**config.mk**
```make
export PLATFORM = sky130hd
export DESIGN_NAME = pipelined_shifter
export DESIGN_NICKNAME = d
export VERILOG_FILES = /design/src/rtl/shifter_pkg.sv /design/src/rtl/pipelined_shifter_stage.sv /design/src/rtl/pipelined_shifter.sv
export SDC_FILE = /design/constraint.sdc
export NUM_CORES = 1
export LEC_CHECK = 0
export CAP_MARGIN = 20
export CORE_UTILIZATION = 58
export CTS_CLUSTER_SIZE = 20
export DETAILED_ROUTE_END_ITERATION = 10
export DONT_BUFFER_PORTS = 1
export PLACE_DENSITY = 0.73
export SETUP_SLACK_MARGIN = 0.3
export SLEW_MARGIN = 20
export SYNTH_ARGS = -nofsm -noshare
export SYNTH_HDL_FRONTEND = slang
export SYNTH_SLANG_ARGS = --single-unit
```
**constraint.sdc**
```tcl
create_clock -name clk -period 3.8 [get_ports clk]
set_input_delay 0.76 -clock clk [delete_from_list [all_inputs] [get_ports clk]]
set_output_delay 0.76 -clock clk [all_outputs]
set_load 0.05 [all_outputs]
```
**src/rtl/shifter_pkg.sv**
```systemverilog
// Shared types for the pipelined barrel shifter:
// shift modes and the per-stage sideband bundle.
package shifter_pkg;

  typedef enum logic [1:0] {
    SH_SRA = 2'b00,
    SH_SRL = 2'b01,
    SH_SLL = 2'b10,
    SH_ROR = 2'b11
  } shift_mode_e;

  typedef struct packed {
    shift_mode_e mode;
    logic        round;
    logic        sat;
    logic        rbit;
    logic        ovf;
    logic        sign;
  } stage_sb_t;

endpackage

```
**src/rtl/pipelined_shifter_stage.sv**
```systemverilog
// One registered log-shift stage: shifts by K when its
// shamt bit is set, tracking round bit and SLL overflow.
import shifter_pkg::*;

module shift_stage #(
  parameter int WIDTH   = 16,
  parameter int SHAMT_W = 4,
  parameter int K       = 1
) (
  input  logic               clk,
  input  logic               rst,
  input  logic               en,
  input  logic               in_valid,
  input  logic [WIDTH-1:0]   in_data,
  input  logic [SHAMT_W-1:0] in_shamt,
  input  stage_sb_t          in_sb,
  output logic               out_valid,
  output logic [WIDTH-1:0]   out_data,
  output logic [SHAMT_W-1:0] out_shamt,
  output stage_sb_t          out_sb
);

  localparam int B = $clog2(K);

  logic               valid_d, valid_q;
  logic [WIDTH-1:0]   data_d, data_q;
  logic [SHAMT_W-1:0] shamt_d, shamt_q;
  stage_sb_t          sb_d, sb_q;

  logic [WIDTH-1:0] sra, srl, sll, ror, sll_back;
  logic             ovf_hit;

  assign sra      = WIDTH'($signed(in_data) >>> K);
  assign srl      = in_data >> K;
  assign sll      = in_data << K;
  assign ror      = (in_data >> K) | (in_data << (WIDTH - K));
  // top K+1 bits all equal iff shifting back recovers the input
  assign sll_back = WIDTH'($signed(sll) >>> K);
  assign ovf_hit  = (sll_back != in_data);

  always_comb begin
    valid_d = in_valid;
    data_d  = in_data;
    shamt_d = in_shamt;
    sb_d    = in_sb;
    if (in_shamt[B]) begin
      unique case (in_sb.mode)
        SH_SRA: begin
          data_d     = sra;
          sb_d.rbit  = in_data[K-1];
        end
        SH_SRL: data_d = srl;
        SH_SLL: begin
          data_d     = sll;
          sb_d.ovf   = in_sb.ovf | ovf_hit;
        end
        SH_ROR: data_d = ror;
        default: data_d = in_data;
      endcase
    end
  end

  always_ff @(posedge clk or posedge rst) begin
    if (rst) begin
      valid_q <= 1'b0;
      data_q  <= '0;
      shamt_q <= '0;
      sb_q    <= '0;
    end else if (en) begin
      valid_q <= valid_d;
      data_q  <= data_d;
      shamt_q <= shamt_d;
      sb_q    <= sb_d;
    end
  end

  assign out_valid = valid_q;
  assign out_data  = data_q;
  assign out_shamt = shamt_q;
  assign out_sb    = sb_q;

endmodule

```
**src/rtl/pipelined_shifter.sv**
```systemverilog
// Pipelined log-barrel shifter (SRA/SRL/SLL/ROR) with rounding,
// saturation and a stalling valid/ready stream interface.
import shifter_pkg::*;

module pipelined_shifter #(
  parameter int WIDTH   = 16,
  parameter int SHAMT_W = $clog2(WIDTH)
) (
  input  logic               clk,
  input  logic               rst,
  input  logic               in_valid,
  output logic               in_ready,
  input  logic [WIDTH-1:0]   in_data,
  input  logic [SHAMT_W-1:0] in_shamt,
  input  logic [1:0]         in_mode,
  input  logic               in_round,
  input  logic               in_sat,
  output logic               out_valid,
  input  logic               out_ready,
  output logic [WIDTH-1:0]   out_data,
  output logic               out_sat
);

  localparam logic [WIDTH-1:0] SMAX = {1'b0, {(WIDTH-1){1'b1}}};
  localparam logic [WIDTH-1:0] SMIN = {1'b1, {(WIDTH-1){1'b0}}};

  logic               adv;
  logic               st_valid [SHAMT_W+1];
  logic [WIDTH-1:0]   st_data  [SHAMT_W+1];
  logic [SHAMT_W-1:0] st_shamt [SHAMT_W+1];
  stage_sb_t          st_sb    [SHAMT_W+1];

  logic             out_valid_d, out_valid_q;
  logic [WIDTH-1:0] out_data_d, out_data_q;
  logic             out_sat_d, out_sat_q;

  logic             sra_rnd, sll_clamp;
  logic             unused_shamt;

  assign adv      = !out_valid_q || out_ready;
  assign in_ready = adv;

  assign st_valid[0]       = in_valid;
  assign st_data[0]        = in_data;
  assign st_shamt[0]       = in_shamt;
  assign st_sb[0].mode     = shift_mode_e'(in_mode);
  assign st_sb[0].round    = in_round;
  assign st_sb[0].sat      = in_sat;
  assign st_sb[0].rbit     = 1'b0;
  assign st_sb[0].ovf      = 1'b0;
  assign st_sb[0].sign     = in_data[WIDTH-1];

  // largest shift first
  for (genvar i = 0; i < SHAMT_W; i++) begin : g_stage
    shift_stage #(
      .WIDTH   (WIDTH),
      .SHAMT_W (SHAMT_W),
      .K       (1 << (SHAMT_W - 1 - i))
    ) u_stage (
      .clk       (clk),
      .rst       (rst),
      .en        (adv),
      .in_valid  (st_valid[i]),
      .in_data   (st_data[i]),
      .in_shamt  (st_shamt[i]),
      .in_sb     (st_sb[i]),
      .out_valid (st_valid[i+1]),
      .out_data  (st_data[i+1]),
      .out_shamt (st_shamt[i+1]),
      .out_sb    (st_sb[i+1])
    );
  end

  assign unused_shamt = ^st_shamt[SHAMT_W];

  assign sra_rnd   = (st_sb[SHAMT_W].mode == SH_SRA)
                  && st_sb[SHAMT_W].round;
  assign sll_clamp = (st_sb[SHAMT_W].mode == SH_SLL)
                  && st_sb[SHAMT_W].sat
                  && st_sb[SHAMT_W].ovf;

  always_comb begin
    out_valid_d = st_valid[SHAMT_W];
    out_data_d  = st_data[SHAMT_W];
    out_sat_d   = 1'b0;
    unique case (1'b1)
      sra_rnd: begin
        out_data_d = st_data[SHAMT_W]
                   + WIDTH'(st_sb[SHAMT_W].rbit);
      end
      sll_clamp: begin
        out_data_d = st_sb[SHAMT_W].sign ? SMIN : SMAX;
        out_sat_d  = 1'b1;
      end
      default: out_sat_d = 1'b0;
    endcase
  end

  always_ff @(posedge clk or posedge rst) begin
    if (rst) begin
      out_valid_q <= 1'b0;
      out_data_q  <= '0;
      out_sat_q   <= 1'b0;
    end else if (adv) begin
      out_valid_q <= out_valid_d;
      out_data_q  <= out_data_d;
      out_sat_q   <= out_sat_d;
    end
  end

  assign out_valid = out_valid_q;
  assign out_data  = out_data_q;
  assign out_sat   = out_sat_q;

endmodule

```
==> impl_metrics.tcl <==
set metrics [dict create \
    status "finished, final reports clean" \
    yosysWarnings 0 \
    holdCritPathClass "input port to asynchronous set/reset pin" \
    place.gp.congestion 0.823 \
    drt_iter0_drc 313 \
    final_common_cell "nand2_1" \
    syn_to_final_growth_pct 8.92 \
    synthDistinctLibCells 56 \
    slew_headroom 0.406 \
    syn_avg_cell_area_um2 8.26 \
    initial_core_util 0.600 \
    fin_crit_sh 0.649 \
    final_nets 755 \
    cts.sinks 120 \
    skew_ns 0.00645 \
    path_clk_slew_ns 0.05 \
    rows 37 \
    ctsResizeCount 0 \
    setup_viol 0 \
    place_ws_ns 1.54 \
    antennaDiodeCount 0 \
    layout_common_cells "220 x nand2_1, 120 x dfrtp_1, 105 x o21ai_0" \
    wl_per_cell_um 15.1 \
    max-cap-violations 0 \
    max_freq_mhz 405 \
    arrival_ns 1.71 \
    synthesis.area_um2 6230 \
    p_leak_nw 2.95 \
    num_vias 5129 \
    drc 0 \
    core_area_um2 10400 \
    synth_nets 784 \
    grt_pass1_vias 4981 \
    htree_num_levels 4 \
    synth_edf_count 0 \
    grt_max_degree 88 \
    antenna_found_initial 0 \
    die_x_um 106 \
    rsz0062_at_grt "no" \
    synth.ff_latch_count 120 \
    critical_path_class "flop to output pin" \
    grt_overflow 0 \
    cts_buffer_depth 2 \
    final_hold_viol_count 0 \
    synth_ff_type "dfrtp_1" \
    cts_root_buf "clkbuf_8" \
    via_per_inst 5.87 \
    clk_latency_ns 0.52 \
    vdd_drop_max_v 0.000500 \
    maxSlewViolCount 0 \
    powerDensity_nw_per_um2 920 \
    die-area_um2 11200 \
    wirelength_um 13200 \
    worstMarginPinSlew_ns 0.891 \
    setup_ws_ns 1.33 \
    synth_seq_area_share 0.482 \
    grt_pass1_wl_um 22800 \
    dp_hpwl_um 9030 \
    portBuffers 0 \
    cp-start-kind "flop" \
    die_h_um 106 \
    grtUsageTotal 0.257 \
    ys_async_sr_fraction 1.00 \
    cp_max_fo 19 \
    dr.pass1.iters 5 \
    cts_setup_buffers 0 \
    cts_buffers 17 \
    drive_gt1_frac 0.0772 \
    cts_tree "yes" \
    postRouteAntennaNets 0 \
    crit_required_ns 3.04 \
    fin_crit_ns 2.47 \
    setup_tns_ns 0 \
    end_kind "output pin" \
    cts_hold_buf 0 \
    syn_inst 754 \
    ios 47 \
]
-- report_power, final --
group	total, mW	switching (mW)	internal, mW
logic	1.78	1.03	0.756
clock network	1.55	0.566	0.988
registers	2.90	1.05	1.85
-- through the flow --
step	power [mW]	util	hold slack (ns)	instances	area (um2)
floorplan	4.26	-	0.430	754	6230
global placement	4.58	0.598	0.442	842	6210
detailed placement	4.69	0.598	0.451	842	6210
CTS	6.26	0.654	0.162	874	6780
global route	6.69	0.654	0.192	874	6780
finish	6.24	0.654	0.154	874	6780
-- cell type report --
| class | count | area, um2 |
|---|---|---|
| inverter | 6 | 26.3 |
| tap | 136 | 170 |
| multi-input combinational | 573 | 2950 |
| sequential | 120 | 3000 |
| timing repair buffer | 7 | 52.6 |
| clock inverter | 14 | 158 |
| clock buffer | 18 | 418 |
| fill | 880 | 3590 |
-- per-layer routing --
layer / share of wire / up-vias / wire length [um] / track usage
met1: 0.42 / 2414 / 5580 / 0.302
met3: 0.037 / 32 / 492 / 0.0519
met2: 0.51 / 138 / 6780 / 0.456
li1: - / 2545 / - / -
met5: 0 / - / 0 / 0
met4: 0.024 / 0 / 318 / 0.110
-- sequential cells by signal, summed over array words and instances (netlist names) --
signal                     cells
g_stage.u_stage.out_data      64
g_stage.u_stage.out_sb        28
out_data                      16
g_stage.u_stage.out_shamt      6
g_stage.u_stage.out_valid      4
out_sat                        1
out_valid                      1
-- cells by family after synthesis --
logic type | synth area share
multiplexers | 0.0398
AND/OR/NAND/NOR | 0.249
buffers and inverters | 0.0444
flip-flops | 0.482
XOR/XNOR | 0.00704
adder cells (fa/ha/maj) | 0.00402
AO/OA/AOI/OAI | 0.174
-- synth_stat cells (3+ instances only) --
| library cell | number | area share |
|---|---|---|
| nor2_1 | 56 | 0.034 |
| and3_1 | 6 | 0.0060 |
| mux2i_1 | 18 | 0.029 |
| nor3_1 | 7 | 0.0056 |
| a32oi_1 | 3 | 0.0042 |
| dfrtp_1 | 120 | 0.48 |
| nand3_1 | 26 | 0.021 |
| nor3b_1 | 3 | 0.0036 |
| o21a_1 | 3 | 0.0036 |
| buf_4 | 3 | 0.0036 |
| mux2_2 | 6 | 0.011 |
| a21oi_1 | 22 | 0.018 |
| nand2_1 | 220 | 0.13 |
| inv_1 | 4 | 0.0024 |
| xnor2_1 | 3 | 0.0042 |
| or3_1 | 3 | 0.0030 |
| a31oi_1 | 19 | 0.019 |
| o31ai_1 | 5 | 0.0060 |
| nand4_1 | 5 | 0.0050 |
| nor2b_1 | 11 | 0.011 |
| buf_2 | 9 | 0.0072 |
| nand2b_1 | 4 | 0.0040 |
| a221oi_1 | 13 | 0.018 |
| clkbuf_1 | 38 | 0.023 |
| o21ai_0 | 105 | 0.084 |
-- worst paths after layout --
kind                                                   start                              to  slack (ns)  cells past startpoint
max in group asynchronous                                rst  g_stage[3].u_stage.out_data[6]        2.74                      2
min in group clk                                    in_round    g_stage[0].u_stage.out_sb[4]        0.35                      2
worst max register to register                     out_valid  g_stage[3].u_stage.out_data[0]        1.55                      5
worst min-delay path                                     rst    g_stage[2].u_stage.out_sb[4]        0.15                      1
worst max-delay path                               out_valid                        in_ready        1.33                      2
worst min register to register  g_stage[3].u_stage.out_valid                       out_valid        0.46                      1
-- worst max-delay path, stage by stage, from the launching register on --
cell and delay (ns):
dfrtp_1 0.56, nor2b_4 0.23, inv_2 0.39
No activity file was read; power rests on OpenSTA's default activity.
